--- config.mk ---
export PLATFORM = sky130hd
export DESIGN_NAME = fetch_queue
export DESIGN_NICKNAME = d
export VERILOG_FILES = /design/src/rtl/fetch_queue.sv
export SDC_FILE = /design/constraint.sdc
export NUM_CORES = 2
export LEC_CHECK = 0
export CAP_MARGIN = 30
export CORE_MARGIN = 2
export CORE_UTILIZATION = 60
export DETAILED_ROUTE_END_ITERATION = 7
export GPL_ROUTABILITY_DRIVEN = 1
export PLACE_DENSITY_LB_ADDON = 0.25
export SLEW_MARGIN = 20
export SYNTH_ARGS = -nofsm -noshare
export SYNTH_HDL_FRONTEND = slang
export SYNTH_SLANG_ARGS = --single-unit
--- constraint.sdc ---
create_clock -name clock -period 15.7 [get_ports clock]
set_clock_uncertainty 0.2 [all_clocks]
set_input_delay 1.57 -clock clock [delete_from_list [all_inputs] [get_ports clock]]
set_output_delay 1.57 -clock clock [all_outputs]
set_load 0.05 [all_outputs]
--- src/rtl/fetch_queue.sv ---
// fetch_queue: instruction fetch buffer between the I-cache fetch stage and decode.
//
// Accepts up to two 32-bit instruction words per cycle from fetch, compacted in
// program order, and presents one instruction plus its PC per cycle to decode
// (first-word-fall-through from registered storage). A flush empties the queue
// in one cycle.
//
// Optional feature: define FETCHQ_BYPASS_EN to let a push into an empty queue
// appear on dec_* in the same cycle. If decode also accepts that word in the
// same cycle, the word is not enqueued.
//
// Ports:
//   clock              rising-edge clock
//   reset              synchronous, active-high reset
//   flush_i            redirect/mispredict flush; wins over push and pop
//   fetch_valid_i      per-slot valid (bit0 = slot0, bit1 = slot1)
//   fetch_inst0_i      slot0 instruction word
//   fetch_inst1_i      slot1 instruction word
//   fetch_pc_i         PC of slot0; slot1 PC is fetch_pc_i + 4
//   fetch_ready_o      queue can take two words this cycle
//   dec_valid_o        head entry valid toward decode
//   dec_inst_o         head instruction word (0 when not valid)
//   dec_pc_o           head PC (0 when not valid)
//   pipe_load_decode_i decode accepts the head entry
//   count_o            current occupancy
module fetch_queue #(
  parameter int unsigned DEPTH = 8,
  parameter int unsigned PC_W  = 64
) (
  input  logic                       clock,
  input  logic                       reset,
  input  logic                       flush_i,
  input  logic [1:0]                 fetch_valid_i,
  input  logic [31:0]                fetch_inst0_i,
  input  logic [31:0]                fetch_inst1_i,
  input  logic [PC_W-1:0]            fetch_pc_i,
  output logic                       fetch_ready_o,
  output logic                       dec_valid_o,
  output logic [31:0]                dec_inst_o,
  output logic [PC_W-1:0]            dec_pc_o,
  input  logic                       pipe_load_decode_i,
  output logic [$clog2(DEPTH):0]     count_o
);

  localparam int unsigned PTR_W = $clog2(DEPTH);
  localparam int unsigned CNT_W = PTR_W + 1;
  localparam logic [CNT_W-1:0] READY_MAX = CNT_W'(DEPTH - 2);

  logic [31:0]     mem_inst [DEPTH];
  logic [PC_W-1:0] mem_pc   [DEPTH];

  logic [PTR_W-1:0] rd_ptr;
  logic [PTR_W-1:0] wr_ptr;
  logic [CNT_W-1:0] count;

  logic [PC_W-1:0]  pc_slot1;
  logic             push_ok;
  logic             pop_q;
  logic             byp;
  logic             byp_take;
  logic [1:0]       n_push;
  logic [1:0]       n_write;
  logic [31:0]      first_inst;
  logic [PC_W-1:0]  first_pc;
  logic             has_second;
  logic [31:0]      w0_inst;
  logic [PC_W-1:0]  w0_pc;
  logic [PTR_W-1:0] wr_ptr_p1;

  assign fetch_ready_o = (count <= READY_MAX);
  assign count_o       = count;
  assign pc_slot1      = fetch_pc_i + PC_W'(4);
  assign wr_ptr_p1     = wr_ptr + PTR_W'(1);

  always_comb begin
    push_ok    = (|fetch_valid_i) && fetch_ready_o && !flush_i && !reset;
    pop_q      = (count != '0) && pipe_load_decode_i && !flush_i;
    n_push     = push_ok ? ({1'b0, fetch_valid_i[0]} + {1'b0, fetch_valid_i[1]}) : 2'd0;
    first_inst = fetch_valid_i[0] ? fetch_inst0_i : fetch_inst1_i;
    first_pc   = fetch_valid_i[0] ? fetch_pc_i    : pc_slot1;
    has_second = (fetch_valid_i == 2'b11);

`ifdef FETCHQ_BYPASS_EN
    byp      = push_ok && (count == '0);
    byp_take = byp && pipe_load_decode_i;
`else
    byp      = 1'b0;
    byp_take = 1'b0;
`endif

    // A word consumed straight off the bypass is dropped; the remaining slot
    // (if any) moves down into the first write position.
    if (byp_take) begin
      w0_inst = fetch_inst1_i;
      w0_pc   = pc_slot1;
      n_write = n_push - 2'd1;
    end else begin
      w0_inst = first_inst;
      w0_pc   = first_pc;
      n_write = n_push;
    end

    dec_valid_o = 1'b0;
    dec_inst_o  = '0;
    dec_pc_o    = '0;
    if (byp) begin
      dec_valid_o = 1'b1;
      dec_inst_o  = first_inst;
      dec_pc_o    = first_pc;
    end else if (count != '0) begin
      dec_valid_o = 1'b1;
      dec_inst_o  = mem_inst[rd_ptr];
      dec_pc_o    = mem_pc[rd_ptr];
    end
  end

  always_ff @(posedge clock) begin
    if (reset || flush_i) begin
      rd_ptr <= '0;
      wr_ptr <= '0;
      count  <= '0;
    end else begin
      rd_ptr <= rd_ptr + PTR_W'(pop_q);
      wr_ptr <= wr_ptr + PTR_W'(n_write);
      count  <= count + CNT_W'(n_write) - CNT_W'(pop_q);
    end
  end

  // Storage is not reset; writes are already gated by push_ok.
  always_ff @(posedge clock) begin
    if (n_write != 2'd0) begin
      mem_inst[wr_ptr] <= w0_inst;
      mem_pc[wr_ptr]   <= w0_pc;
    end
    if (n_write == 2'd2 && has_second) begin
      mem_inst[wr_ptr_p1] <= fetch_inst1_i;
      mem_pc[wr_ptr_p1]   <= pc_slot1;
    end
  end

endmodule

Word level (Yosys, flattened, before mapping) --
Memories as Yosys holds them, arrays and structs flattened. A register that Yosys moved wholly into a read port is not among the register bits. Index checks and enable logic that the tools add are counted.
Storage, ports and cells: flip-flop bits (word level) 10, RAM bits 768, output and inout port bits 102, logic and storage cells 39, memories 2
Memory list:
- mem_pc | depth 8, bits a word 64, rd ports 1, clocked after Yosys merged registers in 1, wr ports 2, line 50 | logic [PC_W-1:0] mem_pc [DEPTH];
- mem_inst | depth 8, bits a word 32, rd ports 1, clocked after Yosys merged registers in 1, wr ports 2, line 49 | logic [31:0] mem_inst [DEPTH];
Operators by class: add/subtract/negate cells 7, order comparisons 1, equal/unequal tests 2, multiplexer cells 12, reduce and logical (&&, ||, !) cells 12
Operator list (count):
- 64-bit 2-to-1 mux | 2
- 64-bit by 3-bit adder with 64-bit output, second input constant | 1
- 32-bit 2-to-1 mux | 2
- 1-bit logical AND | 6
- 3-bit 2-to-1 mux | 2
- 1-bit 2-to-1 mux | 5
- 4-bit by 2-bit adder with 4-bit output | 1
- 2-bit equality test, second input constant | 2
- 4-bit by 3-bit less-or-equal comparator with 1-bit output, second input constant | 1
- 4-bit nonzero test | 1
- 4-bit by 1-bit subtractor with 4-bit output | 1
- 3-bit by 1-bit adder with 3-bit output | 1
- 3-bit by 1-bit adder with 3-bit output, second input constant | 1
- 3-bit by 2-bit adder with 3-bit output | 1
- 1-bit by 1-bit adder with 2-bit output | 1
- 1-bit zero test | 2
- 2-bit 2-to-1 mux | 1
- 2-bit nonzero test | 1
- 2-bit OR reduction | 1
- 1-bit logical OR | 1

Depth between registers and ports, before layout --
depth in word-level cells 9, gate-level depth with buffers 13

Worst setup path before layout --
Ideal clock, no wire load.
path kind input to register, start point input port fetch_valid_i[0], end point memory mem_inst[0][0], enable pin, library setup time 692 ps, arrival 10101 ps, data required time 14808 ps, path slack 4708 ps, cell stages on the path 7, path buffers 1, cells stage by stage clkbuf_1 clkinv_1 ha_1 nor4_1 o21a_1 nand2_1 o31ai_1
RTL lines:
- start: declaration | line 33 | input logic [1:0] fetch_valid_i,
- end: declaration | line 49

==> flow_metrics.py <==
metrics = {
    "final_layout": {
        "area_growth_pct": 14.2,
        "diodes": 0,
        "final_core_util_pct": 69.2,
        "drive_above_1_share_pct": 12.7,
        "seq_area_um2": 23300,
        "final_nets": 3501,
        "multi_input_area_um2": 16500,
        "layout_common_cells": "768 x edfxtp_1, 713 x nor2_1, 291 x xor2_1, 274 x a21oi_1, 234 x clkdlybuf4s50_1",
        "layout_commonest_cell": "edfxtp_1",
        "nFillCells": 4528,
    },
    "sta": {
        "setup_viol": 0,
        "period_share_pct": 44.3,
        "finalMaxSlewViolations": 0,
        "worstMarginPinSlew_ns": 1.10,
        "setup_tns_ns": 0,
        "max_freq_ghz": 0.144,
        "grt_setup_unrepaired": "false",
        "fin_crit_ns": 6.95,
        "max_slew_margin_pct": 26.7,
        "hold_violations": 0,
    },
    "clocking": {
        "cts_post_setup_buffers_inserted": 0,
        "cts-hold-fix-buffers": 0,
        "path_clk_slew_ns": 0.06,
        "cts_resized": 0,
        "clock_path_buffers": 3,
        "cts_sinks": 778,
        "h-tree-depth": 3,
        "cts_tree": "built",
        "cts_root_buf": "clkbuf_16",
        "cts-buffers-inserted": 83,
        "clock_latency_ns": 0.64,
    },
    "logic_synthesis": {
        "synth_area_um2": 40800,
        "avgSynthCellArea_um2": 12.5,
        "synth_enable_flop_cells": 768,
        "synth_ff_type": "edfxtp_1",
        "syn-num-nets": 3406,
        "synthCells": 3258,
        "yosysTopAreaCell": "edfxtp_1",
        "synth-seq-cells": 778,
        "ys_top_cells_by_area": "edfxtp_1 57%, mux4_2 11%, nor2_1 6.6%",
        "ys_seq_area_share_pct": 57.0,
        "async_reset_ff_share_pct": 0,
        "ys_types": 56,
        "synth_top_area_share_pct": 56.5,
        "ys_warn_count": 0,
    },
    "critical_path": {
        "crit_path_start_kind": "primary input",
        "crit_path_max_fanout": 68,
        "reg2reg_to": "mem_pc[6][34]",
        "cp.arrival_ns": 7.01,
        "worstReg2RegStart": "wr_ptr[0]",
        "reg2reg_slack_ns": 11.05,
        "worstSetupPathType": "in -> reg",
        "r2r_cells": 8,
        "endpoint_kind": "flip-flop",
        "required_ns": 15.75,
    },
    "min_path": {
        "hp-start": "wr_ptr[1]",
        "whs_path_depth": 3,
        "holdPathEnd": "wr_ptr[1]",
        "holdCritPathClass": "reg -> reg",
    },
    "die": {
        "initial_core_util_pct": 60.6,
        "io_pins": 236,
        "fp.dieArea_um2": 70100,
        "die_h_um": 265,
        "die_w_um": 265,
        "rows": 95,
        "core_area_um2": 67300,
    },
    "global_route": {
        "track_usage_pct": 31.3,
        "grt-ovfl-total": 0,
        "grt_pass1_wl_mm": 166,
        "grt_pass1_vias": 28026,
        "grt_max_degree": 118,
        "antenna_found_initial": 1,
    },
    "place": {
        "io_buffers": 235,
        "gp_congestion": 0.843,
        "hpwl_mm": 65.0,
    },
    "routing": {
        "drt_iter0_drc": 3446,
        "drt-total-wl_mm": 110,
        "antenna_left": 0,
        "dr.pass1.iters": 5,
        "drt-vias-per-instance": 6.45,
        "avgRoutedWirePerCell_um": 25.6,
        "drcViolationCount": 0,
        "vias": 27688,
    },
    "power": {
        "powerDensity_nw_per_um2": 104,
        "ir_drop_uv": 85.9,
        "p_leak_uw": 0.0153,
    },
    "outcome": {
        "status": "complete, no violations",
    },
    "run": {
        "max-cap-violations": 0,
    },
}
-- area by class of cell --
cell class | count | area share, %
flip-flops and latches | 778 | 50.0
multi-input cells | 2173 | 35.5
repair buffers | 300 | 6.54
clock buffers | 100 | 4.64
well taps | 873 | 2.35
clock inverters | 51 | 0.897
inverters | 17 | 0.137
-- worst max-delay path, cell delays in order --
cell       delay, ns
buf_2           0.08
buf_4           0.77
clkinv_1        0.84
ha_1            0.61
nand4bb_1       0.27
nor3_1          0.77
nand2_2         0.09
buf_4           0.38
o21ai_4         0.13
buf_4           0.61
buf_4           0.81
-- metrics by stage --
| stage | worst slack [ns] | std cells | total power, uW | hold slack, ns | instance area, um^2 |
|---|---|---|---|---|---|
| after floorplan | 4.71 | 3258 | 2760 | 0.350 | 40800 |
| after global placement | 8.29 | 4124 | 2950 | 0.457 | 43700 |
| after detailed placement | 8.14 | 4134 | 2970 | 0.462 | 43900 |
| after CTS | 8.79 | 4285 | 4830 | 0.478 | 46500 |
| after global routing | 8.49 | 4292 | 4950 | 0.536 | 46600 |
| final | 8.75 | 4292 | 4830 | 0.478 | 46600 |
-- logic make-up after synthesis --
group / after synthesis / synth area share [%]
xor+xnor: 449 / 9.64
compound gates: 354 / 4.86
buf+inv: 307 / 3.11
mux: 321 / 13.8
fa+ha+maj: 14 / 0.466
simple gates: 1035 / 11.1
flops: 778 / 57.0
-- synth_stat cells, types with 7 or more instances --
cell type  number
dfxtp_1        10
buf_2          62
ha_1           12
mux4_2        192
and3_1         15
o31ai_1        10
o21ai_0         8
nand3_1        44
and4_1         11
xor2_1        291
xnor2_1       158
and2_1          7
edfxtp_1      768
nor3_1         32
nand4_1        42
inv_1          10
buf_1          70
a21oi_1       282
o221ai_1       32
nand2_1       114
o21ai_1         7
clkbuf_1      149
buf_4           8
nor4_1         14
a311oi_1        8
mux2i_1       129
nor2_1        713
-- how the worst max path moves through the flow --
| stage | start | to | depth (start not counted) |
|---|---|---|---|
| final | fetch_valid_i[0] | mem_pc[6][34] | 11 |
| after floorplan | fetch_valid_i[0] | mem_inst[0][0] | 7 |
| after CTS | fetch_valid_i[0] | mem_pc[6][9] | 11 |
| after detailed placement | fetch_valid_i[0] | mem_pc[6][26] | 11 |
| after global placement | fetch_valid_i[0] | mem_pc[6][19] | 11 |
| after global routing | fetch_valid_i[0] | mem_pc[6][34] | 11 |
-- power breakdown --
part	internal, uW	leakage (uW)	switching [uW]
registers	2310	0.00700	6.26
logic	208	0.00707	409
clock network	1080	0.00125	815
-- state kept, by name (all words and copies together), names as in the netlist --
register and cells:
mem_pc 512, wr_ptr 3, mem_inst 256, rd_ptr 3, count_o 4
-- routing by layer --
metal,vias to the layer above,global-route usage [%],share of wire [%]
met5,-,0,0.012
met3,285,5.27,10
li1,12013,-,-
met2,1631,53.2,50
met4,2,12.6,3.5
met1,13757,40.4,36
(Power assumes the default switching activity.)
